$ cat config.mk
export PLATFORM = sky130hd
export DESIGN_NAME = pwm_spi_config_ctrl_flat
export DESIGN_NICKNAME = d
export VERILOG_FILES = /design/src/rtl/pwm_cfg_pkg.sv /design/src/rtl/pwm_spi_config_ctrl_if.sv /design/src/rtl/spi_sync_edge.sv /design/src/rtl/pwm_spi_config_ctrl.sv /design/src/flat_wrapper.sv
export SDC_FILE = /design/constraint.sdc
export NUM_CORES = 1
export LEC_CHECK = 0
export ABC_AREA = 1
export BUFFER_PORTS_ARGS = -buffer_cell sky130_fd_sc_hd__clkbuf_2
export CAP_MARGIN = 20
export CORE_ASPECT_RATIO = 1.4
export CORE_MARGIN = 3
export CORE_UTILIZATION = 39
export DETAILED_ROUTE_END_ITERATION = 10
export GPL_TIMING_DRIVEN = 0
export MAX_ROUTING_LAYER = met4
export SETUP_SLACK_MARGIN = 0.1
export SYNTH_ARGS = -nofsm -noshare
export SYNTH_HDL_FRONTEND = slang
export SYNTH_SLANG_ARGS = --single-unit
$ cat constraint.sdc
create_clock -name clk -period 3.5 [get_ports clk]
set_input_delay 0.525 -clock clk [delete_from_list [all_inputs] [get_ports clk]]
set_output_delay 0.525 -clock clk [all_outputs]
set_load 0.02 [all_outputs]
$ cat src/rtl/pwm_cfg_pkg.sv
// rtl/pwm_cfg_pkg.sv - shared sizes, frame layout and FSM states for the PWM SPI config block
package pwm_cfg_pkg;

  localparam int NUM_CH      = 8;
  localparam int ADDR_W      = 3;
  localparam int DUTY_W      = 3;
  localparam int FRAME_W     = 8;
  localparam int FR_COMMIT   = 7;
  localparam int FR_WR       = 6;
  localparam int FR_ADDR_LSB = 3;
  localparam int FR_DUTY_LSB = 0;

  typedef enum logic [1:0] {
    IDLE,
    SHIFT,
    DONE
  } cfg_state_t;

  // Status byte shifted out on MISO at the start of every frame.
  function automatic logic [FRAME_W-1:0] status_byte(
    input logic              pending,
    input logic              err,
    input logic [ADDR_W-1:0] addr
  );
    return {pending, err, {(FRAME_W-2-ADDR_W){1'b0}}, addr};
  endfunction

endpackage

$ cat src/rtl/pwm_spi_config_ctrl_if.sv
// rtl/pwm_spi_config_ctrl_if.sv - SPI pin bundle between the chip I/O and the config controller
interface pwm_spi_config_ctrl_if;

  logic spi_sck;
  logic spi_cs_n;
  logic spi_mosi;
  logic spi_miso;

  modport master (output spi_sck, output spi_cs_n, output spi_mosi, input spi_miso);
  modport slave  (input spi_sck, input spi_cs_n, input spi_mosi, output spi_miso);

endinterface

$ cat src/rtl/spi_sync_edge.sv
// rtl/spi_sync_edge.sv - multi-flop synchronizer with rise/fall pulses on the synced level
module spi_sync_edge #(
  parameter int   STAGES  = 2,
  parameter logic RST_VAL = 1'b0
) (
  input  logic clk,
  input  logic rst,
  input  logic din,
  output logic dout,
  output logic rise,
  output logic fall
);

  logic [STAGES-1:0] sync_q;
  logic              prev_q;

  always_ff @(posedge clk or posedge rst) begin
    if (rst) begin
      sync_q <= {STAGES{RST_VAL}};
      prev_q <= RST_VAL;
    end else begin
      sync_q <= {sync_q[STAGES-2:0], din};
      prev_q <= sync_q[STAGES-1];
    end
  end

  assign dout = sync_q[STAGES-1];
  assign rise = dout & ~prev_q;
  assign fall = ~dout & prev_q;

endmodule

$ cat src/rtl/pwm_spi_config_ctrl.sv
// rtl/pwm_spi_config_ctrl.sv - SPI-slave frame decoder with shadowed duty registers committed at PWM period wrap
module pwm_spi_config_ctrl
  import pwm_cfg_pkg::*;
#(
  parameter int SYNC_STAGES = 2
) (
  input  logic                     clk,
  input  logic                     rst,
  pwm_spi_config_ctrl_if.slave     spi,
  input  logic                     period_start,
  output logic [NUM_CH*DUTY_W-1:0] duty,
  output logic                     commit_pending,
  output logic                     frame_err,
  output logic                     frame_done
);

  logic sck_lvl_unused, sck_rise, sck_fall;
  logic cs_n_s, cs_rise_unused, cs_fall;
  logic mosi_s, mosi_rise_unused, mosi_fall_unused;

  spi_sync_edge #(.STAGES(SYNC_STAGES), .RST_VAL(1'b0)) u_sync_sck (
    .clk(clk), .rst(rst), .din(spi.spi_sck),
    .dout(sck_lvl_unused), .rise(sck_rise), .fall(sck_fall)
  );

  spi_sync_edge #(.STAGES(SYNC_STAGES), .RST_VAL(1'b1)) u_sync_cs (
    .clk(clk), .rst(rst), .din(spi.spi_cs_n),
    .dout(cs_n_s), .rise(cs_rise_unused), .fall(cs_fall)
  );

  spi_sync_edge #(.STAGES(SYNC_STAGES), .RST_VAL(1'b0)) u_sync_mosi (
    .clk(clk), .rst(rst), .din(spi.spi_mosi),
    .dout(mosi_s), .rise(mosi_rise_unused), .fall(mosi_fall_unused)
  );

  cfg_state_t         state;
  logic [FRAME_W-1:0] rx_sr;
  logic [FRAME_W-1:0] tx_sr;
  logic [2:0]         bit_cnt;
  logic               miso_q;
  logic [DUTY_W-1:0]  shadow [NUM_CH];
  logic [ADDR_W-1:0]  last_addr;

  logic               fr_commit, fr_wr;
  logic [ADDR_W-1:0]  fr_addr;
  logic [DUTY_W-1:0]  fr_duty;
  logic               in_done, do_commit, short_abort;
  logic               pending_nxt, err_nxt;
  logic [ADDR_W-1:0]  addr_nxt;
  logic [FRAME_W-1:0] status_nxt;

  assign fr_commit   = rx_sr[FR_COMMIT];
  assign fr_wr       = rx_sr[FR_WR];
  assign fr_addr     = rx_sr[FR_ADDR_LSB +: ADDR_W];
  assign fr_duty     = rx_sr[FR_DUTY_LSB +: DUTY_W];
  assign in_done     = (state == DONE);
  assign do_commit   = period_start && commit_pending;
  assign short_abort = (state == SHIFT) && cs_n_s && (bit_cnt != 3'd0);

  // Period transfer is evaluated first so a same-cycle COMMIT re-arms pending.
  always_comb begin
    pending_nxt = commit_pending;
    if (do_commit)              pending_nxt = 1'b0;
    if (in_done && fr_commit)   pending_nxt = 1'b1;
    err_nxt = frame_err;
    if (short_abort)                      err_nxt = 1'b1;
    if (in_done && !fr_commit && !fr_wr)  err_nxt = 1'b0;
    addr_nxt = last_addr;
    if (in_done && fr_wr)       addr_nxt = fr_addr;
  end

  assign status_nxt   = status_byte(pending_nxt, err_nxt, addr_nxt);
  assign spi.spi_miso = miso_q & ~spi.spi_cs_n;

  always_ff @(posedge clk or posedge rst) begin
    if (rst) begin
      commit_pending <= 1'b0;
      frame_err      <= 1'b0;
      last_addr      <= '0;
      duty           <= '0;
      for (int k = 0; k < NUM_CH; k++) shadow[k] <= '0;
    end else begin
      commit_pending <= pending_nxt;
      frame_err      <= err_nxt;
      last_addr      <= addr_nxt;
      if (do_commit) begin
        for (int k = 0; k < NUM_CH; k++) duty[k*DUTY_W +: DUTY_W] <= shadow[k];
      end
      if (in_done && fr_wr) shadow[fr_addr] <= fr_duty;
    end
  end

  // In DONE the full status is parked in tx_sr; the trailing sck fall of the
  // finished frame then presents its MSB for a back-to-back frame.
  always_ff @(posedge clk or posedge rst) begin
    if (rst) begin
      state      <= IDLE;
      rx_sr      <= '0;
      tx_sr      <= '0;
      bit_cnt    <= 3'd0;
      miso_q     <= 1'b0;
      frame_done <= 1'b0;
    end else begin
      frame_done <= 1'b0;
      case (state)
        IDLE: begin
          miso_q  <= 1'b0;
          bit_cnt <= 3'd0;
          if (cs_fall) begin
            state  <= SHIFT;
            miso_q <= status_nxt[FRAME_W-1];
            tx_sr  <= {status_nxt[FRAME_W-2:0], 1'b0};
          end
        end
        SHIFT: begin
          if (cs_n_s) begin
            state   <= IDLE;
            bit_cnt <= 3'd0;
            miso_q  <= 1'b0;
          end else begin
            if (sck_rise) begin
              rx_sr   <= {rx_sr[FRAME_W-2:0], mosi_s};
              bit_cnt <= bit_cnt + 3'd1;
              if (bit_cnt == 3'd7) begin
                state      <= DONE;
                frame_done <= 1'b1;
              end
            end
            if (sck_fall) begin
              miso_q <= tx_sr[FRAME_W-1];
              tx_sr  <= {tx_sr[FRAME_W-2:0], 1'b0};
            end
          end
        end
        DONE: begin
          bit_cnt <= 3'd0;
          tx_sr   <= status_nxt;
          if (cs_n_s) begin
            state  <= IDLE;
            miso_q <= 1'b0;
          end else begin
            state <= SHIFT;
          end
        end
        default: state <= IDLE;
      endcase
    end
  end

endmodule
$ cat src/flat_wrapper.sv
// flat-port wrapper written by rule: the top's interface ports become plain ports
module pwm_spi_config_ctrl_flat import pwm_cfg_pkg::*;
#(
  parameter int SYNC_STAGES = 2
)
  (clk, rst, period_start, duty, commit_pending, frame_err, frame_done, spi_spi_sck, spi_spi_cs_n, spi_spi_mosi, spi_spi_miso);
  pwm_spi_config_ctrl_if spi_i ();
  input  logic clk;
  input  logic rst;
  input  logic period_start;
  output logic [NUM_CH*DUTY_W-1:0] duty;
  output logic commit_pending;
  output logic frame_err;
  output logic frame_done;
  input wire logic [$bits(spi_i.spi_sck)-1:0] spi_spi_sck;
  input wire logic [$bits(spi_i.spi_cs_n)-1:0] spi_spi_cs_n;
  input wire logic [$bits(spi_i.spi_mosi)-1:0] spi_spi_mosi;
  output wire logic [$bits(spi_i.spi_miso)-1:0] spi_spi_miso;
  assign spi_i.spi_sck = spi_spi_sck;
  assign spi_i.spi_cs_n = spi_spi_cs_n;
  assign spi_i.spi_mosi = spi_spi_mosi;
  assign spi_spi_miso = spi_i.spi_miso;
  pwm_spi_config_ctrl #(.SYNC_STAGES(SYNC_STAGES)) u_core (.clk(clk), .rst(rst), .spi(spi_i), .period_start(period_start), .duty(duty), .commit_pending(commit_pending), .frame_err(frame_err), .frame_done(frame_done));
endmodule
== Word-level counts from Yosys, hierarchy flattened ==
Index checks and enable logic that the tools add are counted.

* Equal/unequal tests: 10
* Reduce and logical (&&, ||, !) cells: 20
* Add/sub/neg operators: 1
* Bitwise gates (word level): 9
* Multiplexer cells: 30
* $lt $le $gt $ge: 2

{| class="wikitable"
|+ Operators with widths
! operator !! number
|-
| 24-bit bitwise mux || 1
|-
| 8-bit two-way mux || 3
|-
| 8-bit case mux with 3 select lines || 1
|-
| 1-bit two-way mux || 13
|-
| 3-bit two-way mux || 4
|-
| 3-bit demux with 3-bit select || 1
|-
| 3-bit AND reduction || 3
|-
| 1-bit logical AND || 8
|-
| 2-bit two-way mux || 4
|-
| 3-bit by 2-bit != test with 1-bit output, second input constant || 2
|-
| 2-bit case mux with 3 select lines || 1
|-
| 3-bit case mux with 2 select lines || 1
|-
| 3-bit nonzero test || 2
|-
| 1-bit bitwise AND || 4
|-
| 4-bit >= comparator, second input constant || 1
|-
| 4-bit by 1-bit < comparator with 1-bit output, second input constant || 1
|-
| 2-bit by 1-bit != test with 1-bit output, second input constant || 2
|-
| 2-bit != test, second input constant || 2
|-
| 1-bit NOT || 4
|-
| 3-bit NOT with 4-bit output || 1
|-
| 4-bit AND reduction || 1
|-
| 3-bit by 1-bit adder with 3-bit output, second input constant || 1
|-
| 3-bit == test, second input constant || 1
|-
| 3-bit != test, second input constant || 1
|-
| 8 further kinds || 9
|}

* Register bits after elaboration: 84
* Output and inout bits: 28
* Logic and storage cells: 95
* Input bits: 6

== Logic depth before layout (Yosys ltp) ==
Gate-level depths: netlist (run 1).

* Depth in word-level cells: 7
* Depth in mapped cells: 10

== Modules after synthesis ==
Synthesis (run 1) repeated with hierarchy kept, for this count alone.

* Cell total of the unflattened synthesis: 330
* Area total of the unflattened synthesis: 3500.9 sq um

{| class="wikitable"
|+ By module, submodules not included
! module !! area an instance (sq um) !! instances !! sequential area each (sq um) !! cells each
|-
| pwm_spi_config_ctrl || 3215.6 || 1 || 1901.8 || 306
|-
| spi_sync_edge (u_core.u_sync_mosi ...) || 93.8 || 2 || 75.1 || 8
|-
| spi_sync_edge (u_core.u_sync_cs) || 97.6 || 1 || 78.8 || 8
|}

== Worst setup path before layout (run 1) ==
Ideal clock, no wire load.

* Path type: register to register
* Start point: register u_core.state[0]
* End point: register u_core.shadow[0] (netlist name)
* Slack: 2.088 ns
* Stages on the path, launching flop included: 9
* Arrival: 1.287 ns
* Period minus slack after synthesis: 1.412 ns
* Path through: dfrtp_1 -> inv_1 -> ha_1 -> nand2_2 -> buf_6 -> nor2_4 -> nand2_2 -> nand2_1 -> o21ai_1

* Longest elaborated chain between the ends: 2

{| class="wikitable"
|+ Ends and longest elaborated chain
! what !! line !! RTL
|-
| start: declaration || pwm_spi_config_ctrl.sv:36 || <nowiki>cfg_state_t state;</nowiki>
|-
| start signal: assignment || pwm_spi_config_ctrl.sv:97 || <nowiki>state <= IDLE;</nowiki>
|-
| start signal: assignment || pwm_spi_config_ctrl.sv:110 || <nowiki>state <= SHIFT;</nowiki>
|-
| start signal: assignment || pwm_spi_config_ctrl.sv:117 || <nowiki>state <= IDLE;</nowiki>
|-
| 2-bit == test || pwm_spi_config_ctrl.sv:56 || <nowiki>assign in_done = (state == DONE);</nowiki>
|-
| 1-bit logical AND || pwm_spi_config_ctrl.sv:89 || <nowiki>if (in_done && fr_wr) shadow[fr_addr] <= fr_duty;</nowiki>
|-
| end signal: indexed assignment || pwm_spi_config_ctrl.sv:89 ||
|-
| end: declaration || pwm_spi_config_ctrl.sv:41 || <nowiki>logic [DUTY_W-1:0] shadow [NUM_CH];</nowiki>
|}

Every way passes these cells.
A chain may end at the register's enable or synchronous reset.

== Worst setup path in the final report (run 1) ==
* Start point: register u_core.state[0]
* End point: register u_core.shadow[17] (netlist name)

Same word-level chain as after synthesis.

==> run_results.csv, run 1 <==
group,metric,value,unit
logic_synthesis,syn-cell-area,3460,um2
grt,grt_pass1_wl,11100,um
placed_design,place_hpwl,4390,um
timing,finalHoldViolCount,0,
floorplan,die_x,85.6,um
setup_path,endpoint_kind,"flip-flop",
clocking,clk_latency,0.33,ns
pwr,power_leakage,2.12,nW
floorplan,die_h,117,um
setup_path,r2r_start,"u_core.state[0]",
pwr,ir_worst_vdd,0.374,mV
route,drc,0,
finish,nFillCells,813,
grt,grt_max_degree,45,
min_path,hp-class,"primary input to async pin",
placed_design,placed_area,3780,um2
route,first_pass_iters,4,
finish,syn_to_final_growth,18.6,%
finish,ff_latch_area,2110,um2
logic_synthesis,netlist_instances,340,
placed_design,dp_cells,479,
logic_synthesis,synth_area_leaders,"dfrtp_1 (59%), nand2_1 (11%), mux2_2 (7.8%)",
clocking,numCtsBuffers,9,
finish,multi_input_area,1180,um2
timing,worstMarginPinSlew,0.521,ns
route,viasPerCell,4.77,
setup_path,path_class,"flip-flop to flip-flop",
clocking,ctsResizeCount,0,
placed_design,port-buffer-count,33,
route,first_iter_violations,77,
route,postRouteAntennaNets,0,
finish,stdcell_area,4110,um2
finish,layout_commonest_cell,"nand2_1",
grt,grt-ovfl-total,0,
timing,fmax,588,MHz
route,drt-total-wl,6300,um
setup_path,r2r-end,"u_core.shadow[17]",
logic_synthesis,syn_nets,353,
timing,slew_headroom,0.653,
floorplan,dieArea,10100,um2
setup_path,reg2regPathDepth,7,
floorplan,coreArea,8610,um2
clocking,htree_levels,3,
placed_design,gp_congestion,0.805,
finish,finish.utilization,0.477,
outcome,status,"complete, no violations",
setup_path,ff2ff_setup_slack,1.80,ns
timing,finalCritPeriodShare,0.486,
timing,fin_tns_setup,0,ns
finish,mostFrequentLayoutCells,"nand2_1 (97), dfrtp_1 (81), inv_1 (35)",
setup_path,start_kind,"flip-flop",
timing,setup_viol,0,
logic_synthesis,seq_area_frac_synth,0.608,
job,max-cap-violations,0,
clocking,clk_pin_slew,0.06,ns
setup_path,critical_path_arrival,1.90,ns
setup_path,worst-path-max-fanout,7,
grt,grt_pass1_vias,2296,
floorplan,num_rows,40,
finish,fin_nets,398,
clocking,cts_sinks,84,
clocking,post_cts_buffers,0,
clocking,cts_hold_buffers,0,
clocking,ctsRootBufferMaster,"clkbuf_16",
timing,rsz0062_at_grt,"no",
route,num_vias,2356,
finish,fin_cells,494,
logic_synthesis,synth_top_area_share,0.585,
grt,grtUsageTotal,0.143,
logic_synthesis,yosysWarnings,0,
logic_synthesis,ys_seq_elements,84,
clocking,cts_buffer_depth,2,
finish,n_antenna_cell,0,
logic_synthesis,synth_top_cell_by_area,"dfrtp_1",
logic_synthesis,avgSynthCellArea,10.2,um2
timing,slew_violations,0,
floorplan,initial_core_util,0.402,
timing,final.setup_skew,0.00511,ns
clocking,tritoncts,"built",
route,wire_per_inst,12.7,um
floorplan,io-pin-count,34,
timing,period_minus_slack,1.70,ns
setup_path,crit_required,3.70,ns
pwr,p_per_area,600,nW/um2
grt,antenna_found_initial,0,
logic_synthesis,ys_types,22,
finish,drive_gt1_frac,0.247,
## sequential cells by signal, indices dropped and copies added (netlist names)
name / count
u_core.miso_q: 1
u_core.shadow: 24
u_core.bit_cnt: 3
u_core.u_sync_sck.sync_q: 2
u_core.commit_pending: 1
u_core.frame_err: 1
u_core.tx_sr: 8
u_core.u_sync_cs.sync_q: 2
u_core.state: 2
u_core.rx_sr: 8
u_core.last_addr: 3
u_core.u_sync_sck.prev_q: 1
u_core.frame_done: 1
u_core.u_sync_cs.prev_q: 1
u_core.u_sync_mosi.sync_q: 2
u_core.duty: 24
## synth_stat cells
cell type and number:
o21ai_1 14, nand2_1 97, dfstp_2 3, a21boi_0 2, nor2_2 1, o21ai_2 2
a21oi_1 3, a21oi_2 2, buf_6 1, nand3b_1 2, nor2_4 2, inv_2 2
nand2_2 5, mux2_2 24, ha_1 7, dfrtp_1 81, nand3_1 13, nor2_1 10
buf_2 4, nand4_1 2, inv_1 36, o21ai_0 27
## report_power, final
group          leakage, nW  switching (mW)  internal (mW)  total, mW
Clock                0.155           0.375          0.644       1.02
Sequential            1.14          0.0423           1.04       1.08
Combinational        0.829           0.263         0.0977      0.361
## worst max path at each step
stage / slack (ns) / from / endpoint / cells past startpoint
6_report: 1.80 / u_core.state[0] / u_core.shadow[17] / 7
5_1_grt: 1.60 / u_core.state[0] / u_core.shadow[15] / 7
2_1_floorplan: 0.81 / rst / u_core.bit_cnt[0] / 1
3_5_place_dp: 1.79 / u_core.state[0] / u_core.shadow[15] / 7
3_3_place_gp: -0.11 / rst / u_core.duty[16] / 2
4_1_cts: 1.76 / u_core.state[0] / u_core.shadow[17] / 7
## per-stage QoR
| stage | hold slack [ns] | worst slack [ns] | power [mW] |
|---|---|---|---|
| floorplan | 0.331 | 0.815 | 1.36 |
| global placement | 0.331 | -0.107 | 1.45 |
| detailed placement | 0.337 | 1.79 | 1.46 |
| CTS | 0.245 | 1.76 | 2.49 |
| global route | 0.281 | 1.60 | 2.60 |
| finish | 0.235 | 1.80 | 2.46 |
## worst max-delay path, stage by stage, from the launching register on
cell	delay, ns
dfrtp_1	0.40
inv_1	0.11
ha_1	0.34
nand2_2	0.11
nor2_2	0.24
nand2_1	0.19
nand2_1	0.09
o21ai_0	0.09
## final cells by class
| class | instances | share of cell area |
|---|---|---|
| clock buffer | 10 | 0.0582 |
| sequential | 84 | 0.513 |
| multi-input combinational | 213 | 0.288 |
| buffer | 5 | 0.00762 |
| clock inverter | 5 | 0.0207 |
| inverter | 38 | 0.0354 |
| tap | 105 | 0.0320 |
| timing repair buffer | 34 | 0.0451 |
## cells by family after synthesis
family                   Yosys count  synth area share
AO/OA/AOI/OAI                     50            0.0781
adder cells (fa/ha/maj)            7            0.0253
buffers and inverters             43            0.0502
flip-flops                        84             0.608
multiplexers                      24            0.0781
AND/OR/NAND/NOR                  132             0.160
## metal layers
metal	up-vias	routed length, um	part of all wire	GRT usage
met2	37	3170	0.50	0.230
met3	11	197	0.031	0.0357
li1	1178	-	-	-
met5	-	0	0	-
met4	0	114	0.018	0.0475
met1	1130	2820	0.45	0.174
No activity file was read; power rests on OpenSTA's default activity.
==> run 2: changes to the inputs <==
Settings changed: ABC_AREA 1 to 0.
Clock period 3.5 ns to 1.49 ns, I/O delays scaled along.
==> run 2 against run 1 <==
The flow now finishes with violations (negative setup slack); sequential share of layout area decreased by 7.3 points; cell count shrank 13%; non-clock buffer count grew 31; sequential power grew 130%; maximum frequency grew 0.84%; critical path depth stayed put; worst hold slack worse by 0.10 ns; synthesized cell count decreased by 26%; die area down 0.95%; setup slack worse by 2.0 ns; power grew to 2.6 times the previous value; utilization is 9.8 points higher; critical path type unchanged; critical endpoint is now u_core.tx_sr[7].
==> run_results.csv, run 2 <==
group,metric,value,unit
finish,mostFrequentLayoutCells,"dfrtp_1 (79), mux2_2 (36), clkbuf_2 (32)",
grt,grt_pass1_vias,2242,
clocking,clk_pin_slew,0.06,ns
finish,n_antenna_cell,0,
route,first_pass_iters,4,
logic_synthesis,synth_top_area_share,0.591,
pwr,ir_worst_vdd,0.746,mV
floorplan,initial_core_util,0.411,
timing,period_minus_slack,1.69,ns
clocking,numCtsBuffers,9,
logic_synthesis,synth_top_cell_by_area,"dfrtp_1",
route,num_vias,2197,
floorplan,dieArea,9960,um2
setup_path,start_kind,"flip-flop",
logic_synthesis,netlist_instances,253,
logic_synthesis,yosysMostFrequentCell,"dfrtp_1",
route,postRouteAntennaNets,0,
placed_design,post-place-ws,-0.346,ns
finish,fin_cells,432,
finish,stdcell_area,4800,um2
setup_path,endpoint_kind,"flip-flop",
timing,setup_ws,-0.195,ns
logic_synthesis,synth_edf_count,0,
grt,gr-usage-met2,0.242,
clocking,tritoncts,"built",
route,viasPerCell,5.09,
setup_path,crit_path_cell_trace,"inv_2 > ha_2 > a221o_2 > buf_12 > buf_8 > nand2_2 > o31ai_2",
timing,slew_violations,0,
outcome,status,"finished with violations",
logic_synthesis,ys_types,35,
floorplan,die_h,117,um
timing,fmax,593,MHz
timing,setup_viol,29,
finish,ff_latch_area,2110,um2
logic_synthesis,syn_nets,266,
clocking,cts_sinks,84,
logic_synthesis,ys_seq_elements,84,
finish,multi_input_area,1570,um2
grt,grtUsageTotal,0.144,
timing,holdWs,0.131,ns
finish,syn_to_final_growth,39.9,%
pwr,p_per_area,1350,nW/um2
route,wire_per_inst,15.7,um
timing,finalCritPeriodShare,1.13,
clocking,ctsRootBufferMaster,"clkbuf_16",
finish,drive_gt1_frac,0.573,
placed_design,gp_congestion,0.804,
placed_design,place_hpwl,4100,um
placed_design,placed_area,3810,um2
min_path,hp-class,"primary input to flip-flop",
placed_design,dp_cells,390,
logic_synthesis,synth_area_leaders,"dfrtp_1 (59%), mux2_2 (20%), ha_1 (2.6%)",
route,first_iter_violations,70,
finish,layout_commonest_cell,"dfrtp_1",
grt,grt_max_degree,44,
timing,finalHoldViolCount,0,
finish,nFillCells,658,
grt,antenna_found_initial,0,
floorplan,io-pin-count,34,
setup_path,crit_required,1.71,ns
grt,grt-ovfl-total,0,
outcome,violations,"negative setup slack",
timing,rsz0062_at_grt,"yes",
job,max-cap-violations,0,
floorplan,num_rows,39,
floorplan,die_x,85.2,um
logic_synthesis,async_reset_ff_frac,1.00,
grt,grt_use_met3,0.0364,
logic_synthesis,yosysWarnings,0,
clocking,htree_levels,3,
logic_synthesis,seq_area_frac_synth,0.614,
timing,worstMarginPinSlew,0.518,ns
finish,reg_top3,"u_core.duty: 24 flops, u_core.shadow: 24 flops",
setup_path,worst-path-max-fanout,6,
setup_path,critPathSlowestCell,"dfrtp_1",
logic_synthesis,syn-cell-area,3430,um2
grt,grt_pass1_wl,10800,um
placed_design,port-buffer-count,33,
grt,busiest_layer,"met2",
grt,grt_util_met1,0.160,
route,drc,0,
clocking,clk_latency,0.33,ns
timing,final.setup_skew,0.00464,ns
floorplan,coreArea,8340,um2
logic_synthesis,netlist_top_cells_count,"dfrtp_1 (81), mux2_2 (60), nand2_1 (15), inv_1 (12)",
logic_synthesis,synth-main-ff-cell,"dfrtp_1",
pwr,power_leakage,2.32,nW
logic_synthesis,avgSynthCellArea,13.5,um2
setup_path,critPathMaxStageDelay,0.44,ns
clocking,cts_buffer_depth,2,
setup_path,critical_path_arrival,1.90,ns
setup_path,path_class,"flip-flop to flip-flop",
timing,slew_headroom,0.655,
finish,fin_nets,338,
route,drt-total-wl,6790,um
run 2: what timing repair did:
action / in CTS / in global routing
resized for setup: 50 / 62
endpoints found under the hold margin: 18 / 0
setup buffers: 11 / 11
endpoints found under the setup margin: 69 / 63
hold buffers: 4 / 0
pin swaps: 5 / 11
cloned: 1 / 0
run 2: final cells by class:
type / instances / share of cell area
flip-flops and latches: 84 / 0.440
multi-input cells: 148 / 0.328
repair buffers: 62 / 0.107
clock buffers: 10 / 0.0498
well taps: 102 / 0.0266
clock inverters: 6 / 0.0232
plain buffers: 8 / 0.0149
inverters: 12 / 0.0107
run 2: final timing paths:
kind	start	endpoint	slack, ns	depth (start not counted)
max in group asynchronous	rst	u_core.duty[18]	0.31	5
setup reg to reg	u_core.state[1]	u_core.tx_sr[7]	-0.20	7
hold reg to reg	u_core.u_sync_sck.sync_q[0]	u_core.u_sync_sck.sync_q[1]	0.35	0
setup / recovery	u_core.state[1]	u_core.tx_sr[7]	-0.20	7
min in group asynchronous	rst	u_core.u_sync_sck.prev_q	0.44	3
hold / removal	period_start	u_core.commit_pending	0.13	2
run 2: logic make-up (layout without fill, tap and decap cells):
group | after synthesis | count (layout) | synth area share
simple gates | 49 | 49 | 0.0712
mux | 60 | 60 | 0.197
compound gates | 32 | 32 | 0.0665
flops | 84 | 84 | 0.614
buf+inv | 21 | 98 | 0.0252
fa+ha+maj | 7 | 7 | 0.0256
run 2: where the power goes:
| group | internal [mW] | leakage [nW] | switching [mW] |
|---|---|---|---|
| Combinational | 0.673 | 1.01 | 0.711 |
| Sequential | 2.43 | 1.14 | 0.104 |
| Clock | 1.68 | 0.169 | 0.889 |
run 2: per-stage QoR:
stage,power (mW),TNS [ns],utilization
2_1_floorplan,3.13,-1.14,-
3_3_place_gp,3.35,-29.05,0.450
3_5_place_dp,3.38,-8.65,0.456
4_1_cts,6.25,-3.34,0.541
5_1_grt,6.76,-5.04,0.575
6_report,6.48,-3.27,0.575
run 2: routing by layer:
layer | routed length [um] | share of wire
met1 | 2900 | 0.43
met5 | 0 | 0
met2 | 3570 | 0.53
met4 | 123 | 0.018
met3 | 200 | 0.029
run 2: worst max-delay path, delay by kind of cell, from the launching register on:
kind,cells,cell delay (ns)
adders and majority gates,1,0.23
and+or+nand+nor,1,0.06
DFF,1,0.44
buffers and inverters,3,0.37
AOI/OAI and AO/OA,2,0.47
==> run 3: changes to the inputs <==
--- a/config.mk
+++ b/config.mk
@@ -18,3 +18,4 @@
 export SYNTH_ARGS = -nofsm -noshare
 export SYNTH_HDL_FRONTEND = slang
+export SYNTH_HIERARCHICAL = 1
 export SYNTH_SLANG_ARGS = --single-unit
==> constraint.sdc (replaced) <==
create_clock -name clk -period 1.49 [get_ports clk]
set_input_delay 0.2235 -clock clk [delete_from_list [all_inputs] [get_ports clk]]
set_output_delay 0.2235 -clock clk [all_outputs]
set_load 0.05 [all_outputs]
==> run 3 against run 2 <==
The run still ends with negative setup slack left; setup slack got worse by 0.012 ns; non-clock buffer count unchanged; register-to-register slack is essentially flat; power decreased by 11%; first-iteration DRC count rose by 19%; critical path depth is 2 lower; via count grew 3.4%; largest power group is now registers; combinational power is 7% lower; routed wire length down 0.50%; critical path type unchanged; worst hold slack gained 0.042 ns; synthesized cell count is 9.5% higher.
==> run_results.csv, run 3 <==
group,metric,value,unit
pwr,power_leakage,2.30,nW
timing,rsz0062_at_grt,"yes",
clocking,numCtsBuffers,9,
clocking,cts_sinks,84,
timing,fin_tns_setup,-4.40,ns
route,first_pass_iters,4,
floorplan,io-pin-count,34,
min_path,hold_path_depth,2,
setup_path,critPathSlowestCell,"or4_4",
placed_design,place_hpwl,4340,um
timing,slew_violations,0,
finish,reg_top3,"u_core/duty: 24 flops, u_core/shadow: 24 flops",
pwr,p_sw_frac,0.281,
grt,grt-ovfl-total,0,
setup_path,crit_path_cell_trace,"buf_6 > ha_4 > nand2_8 > or4_4 > mux2_4",
clocking,htree_levels,3,
logic_synthesis,syn_nets,290,
route,drc,0,
route,viasPerCell,4.97,
pwr,p_sw,1.63,mW
clocking,ctsRootBufferMaster,"clkbuf_16",
pwr,ir_worst_vdd,0.744,mV
finish,nFillCells,747,
floorplan,num_rows,40,
timing,slew_headroom,0.394,
setup_path,critPathMaxStageDelay,0.46,ns
grt,grt_pass1_wl,11000,um
outcome,violations,"negative setup slack",
route,postRouteAntennaNets,0,
logic_synthesis,netlist_instances,277,
finish,fin_nets,360,
timing,setup_ws,-0.207,ns
floorplan,die_h,118,um
timing,final.setup_skew,0.00730,ns
floorplan,die_x,85.9,um
pwr,combPwrFrac,0.221,
outcome,status,"finished with violations",
pwr,total_power,5.80,mW
setup_path,endpoint_kind,"flip-flop",
grt,grt_max_degree,40,
route,wire_per_inst,14.8,um
floorplan,dieArea,10100,um2
route,num_vias,2271,
timing,finalCritPeriodShare,1.14,
setup_path,crit_required,1.71,ns
finish,n_antenna_cell,0,
setup_path,critical_path_arrival,1.91,ns
clocking,clk_latency,0.34,ns
timing,fmax,589,MHz
logic_synthesis,yosysWarnings,6,
pwr,p_int,4.17,mW
timing,finalHoldViolCount,0,
setup_path,worst-path-max-fanout,6,
logic_synthesis,avgSynthCellArea,12.6,um2
pwr,clkPwrFrac,0.343,
finish,finish.utilization,0.530,
placed_design,gp_congestion,0.735,
timing,period_minus_slack,1.70,ns
finish,ff_latch_area,2110,um2
job,max-cap-violations,0,
clocking,tritoncts,"built",
finish,fin_cells,457,
timing,worstMarginPinSlew,0.903,ns
grt,grt_pass1_vias,2245,
setup_path,path_class,"flip-flop to flip-flop",
finish,drive_gt1_frac,0.494,
placed_design,dp_cells,416,
grt,antenna_found_initial,0,
finish,multi_input_area,1530,um2
floorplan,coreArea,8660,um2
finish,mostFrequentLayoutCells,"dfrtp_1 (80), mux2_2 (36), nand2_1 (35)",
pwr,seqPwrFrac,0.435,
grt,grtUsageTotal,0.146,
finish,layout_commonest_cell,"dfrtp_1",
min_path,hp-class,"primary input to flip-flop",
timing,setup_viol,40,
logic_synthesis,syn-cell-area,3490,um2
clocking,clk_pin_slew,0.06,ns
floorplan,initial_core_util,0.403,
route,drt-total-wl,6750,um
route,first_iter_violations,83,
setup_path,start_kind,"flip-flop",
clocking,cts_buffer_depth,2,
pwr,p_per_area,1260,nW/um2
placed_design,port-buffer-count,33,
setup_path,reg2regPathDepth,5,
finish,syn_to_final_growth,31.6,%
placed_design,post-place-ws,-0.371,ns
## run 3: final cells by class
class / count / area share
buffer: 11 / 0.0191
clock buffer: 14 / 0.0553
clock inverter: 2 / 0.00218
inverter: 11 / 0.00981
multi-input combinational: 170 / 0.333
sequential: 84 / 0.459
tap: 105 / 0.0286
timing repair buffer: 59 / 0.0924
timing repair inverter: 1 / 0.00109
## run 3: worst max-delay path, delay by kind of cell, from the launching register on
family,cells,cell delay [ns]
flip-flops,1,0.42
multiplexers,1,0.31
AND/OR/NAND/NOR,2,0.53
buffers and inverters,1,0.13
adder cells (fa/ha/maj),1,0.18
## run 3: stage by stage
| stage | hold WS [ns] | instance area [um2] |
|---|---|---|
| 6_report | 0.173 | 4590 |
| 3_5_place_dp | 0.129 | 3850 |
| 4_1_cts | 0.148 | 4380 |
| 5_1_grt | 0.171 | 4590 |
| 2_1_floorplan | -0.0353 | 3540 |
| 3_3_place_gp | 0.127 | 3830 |
## run 3: final timing paths
check | to | slack [ns] | start
worst max register to register | u_core/shadow[23] | -0.21 | u_core/state[1]
worst min register to register | u_core/u_sync_mosi/sync_q[1] | 0.35 | u_core/u_sync_mosi/sync_q[0]
worst min-delay path | u_core/commit_pending | 0.17 | period_start
max in group asynchronous | u_core/frame_done | 0.37 | rst
min in group asynchronous | u_core/u_sync_mosi/sync_q[0] | 0.38 | rst
worst max-delay path | u_core/shadow[23] | -0.21 | u_core/state[1]
## run 3: what timing repair did
action	CTS	global route
pin swaps	4	8
endpoints found under the hold margin	11	0
buffers inserted	13	8
endpoints found under the setup margin	67	88
gates cloned	0	1
hold buffers	4	0
gates resized for setup	36	39
## run 3: routing by layer
layer,GRT usage,vias to the layer above,part of all wire
met5,-,-,0
met4,0.0594,0,0.015
met3,0.0504,6,0.033
met2,0.230,34,0.51
met1,0.169,1135,0.44
li1,-,1096,-
## run 3: power groups by stage
| stage | logic [mW] | registers, mW | clock network [mW] |
|---|---|---|---|
| 3_3_place_gp | 0.918 | 2.56 | 0 |
| 4_1_cts | 1.21 | 2.52 | 2.06 |
| 2_1_floorplan | 0.695 | 2.55 | 0 |
| 6_report | 1.28 | 2.52 | 1.99 |
| 3_5_place_dp | 0.946 | 2.56 | 0 |
| 5_1_grt | 1.41 | 2.55 | 2.17 |
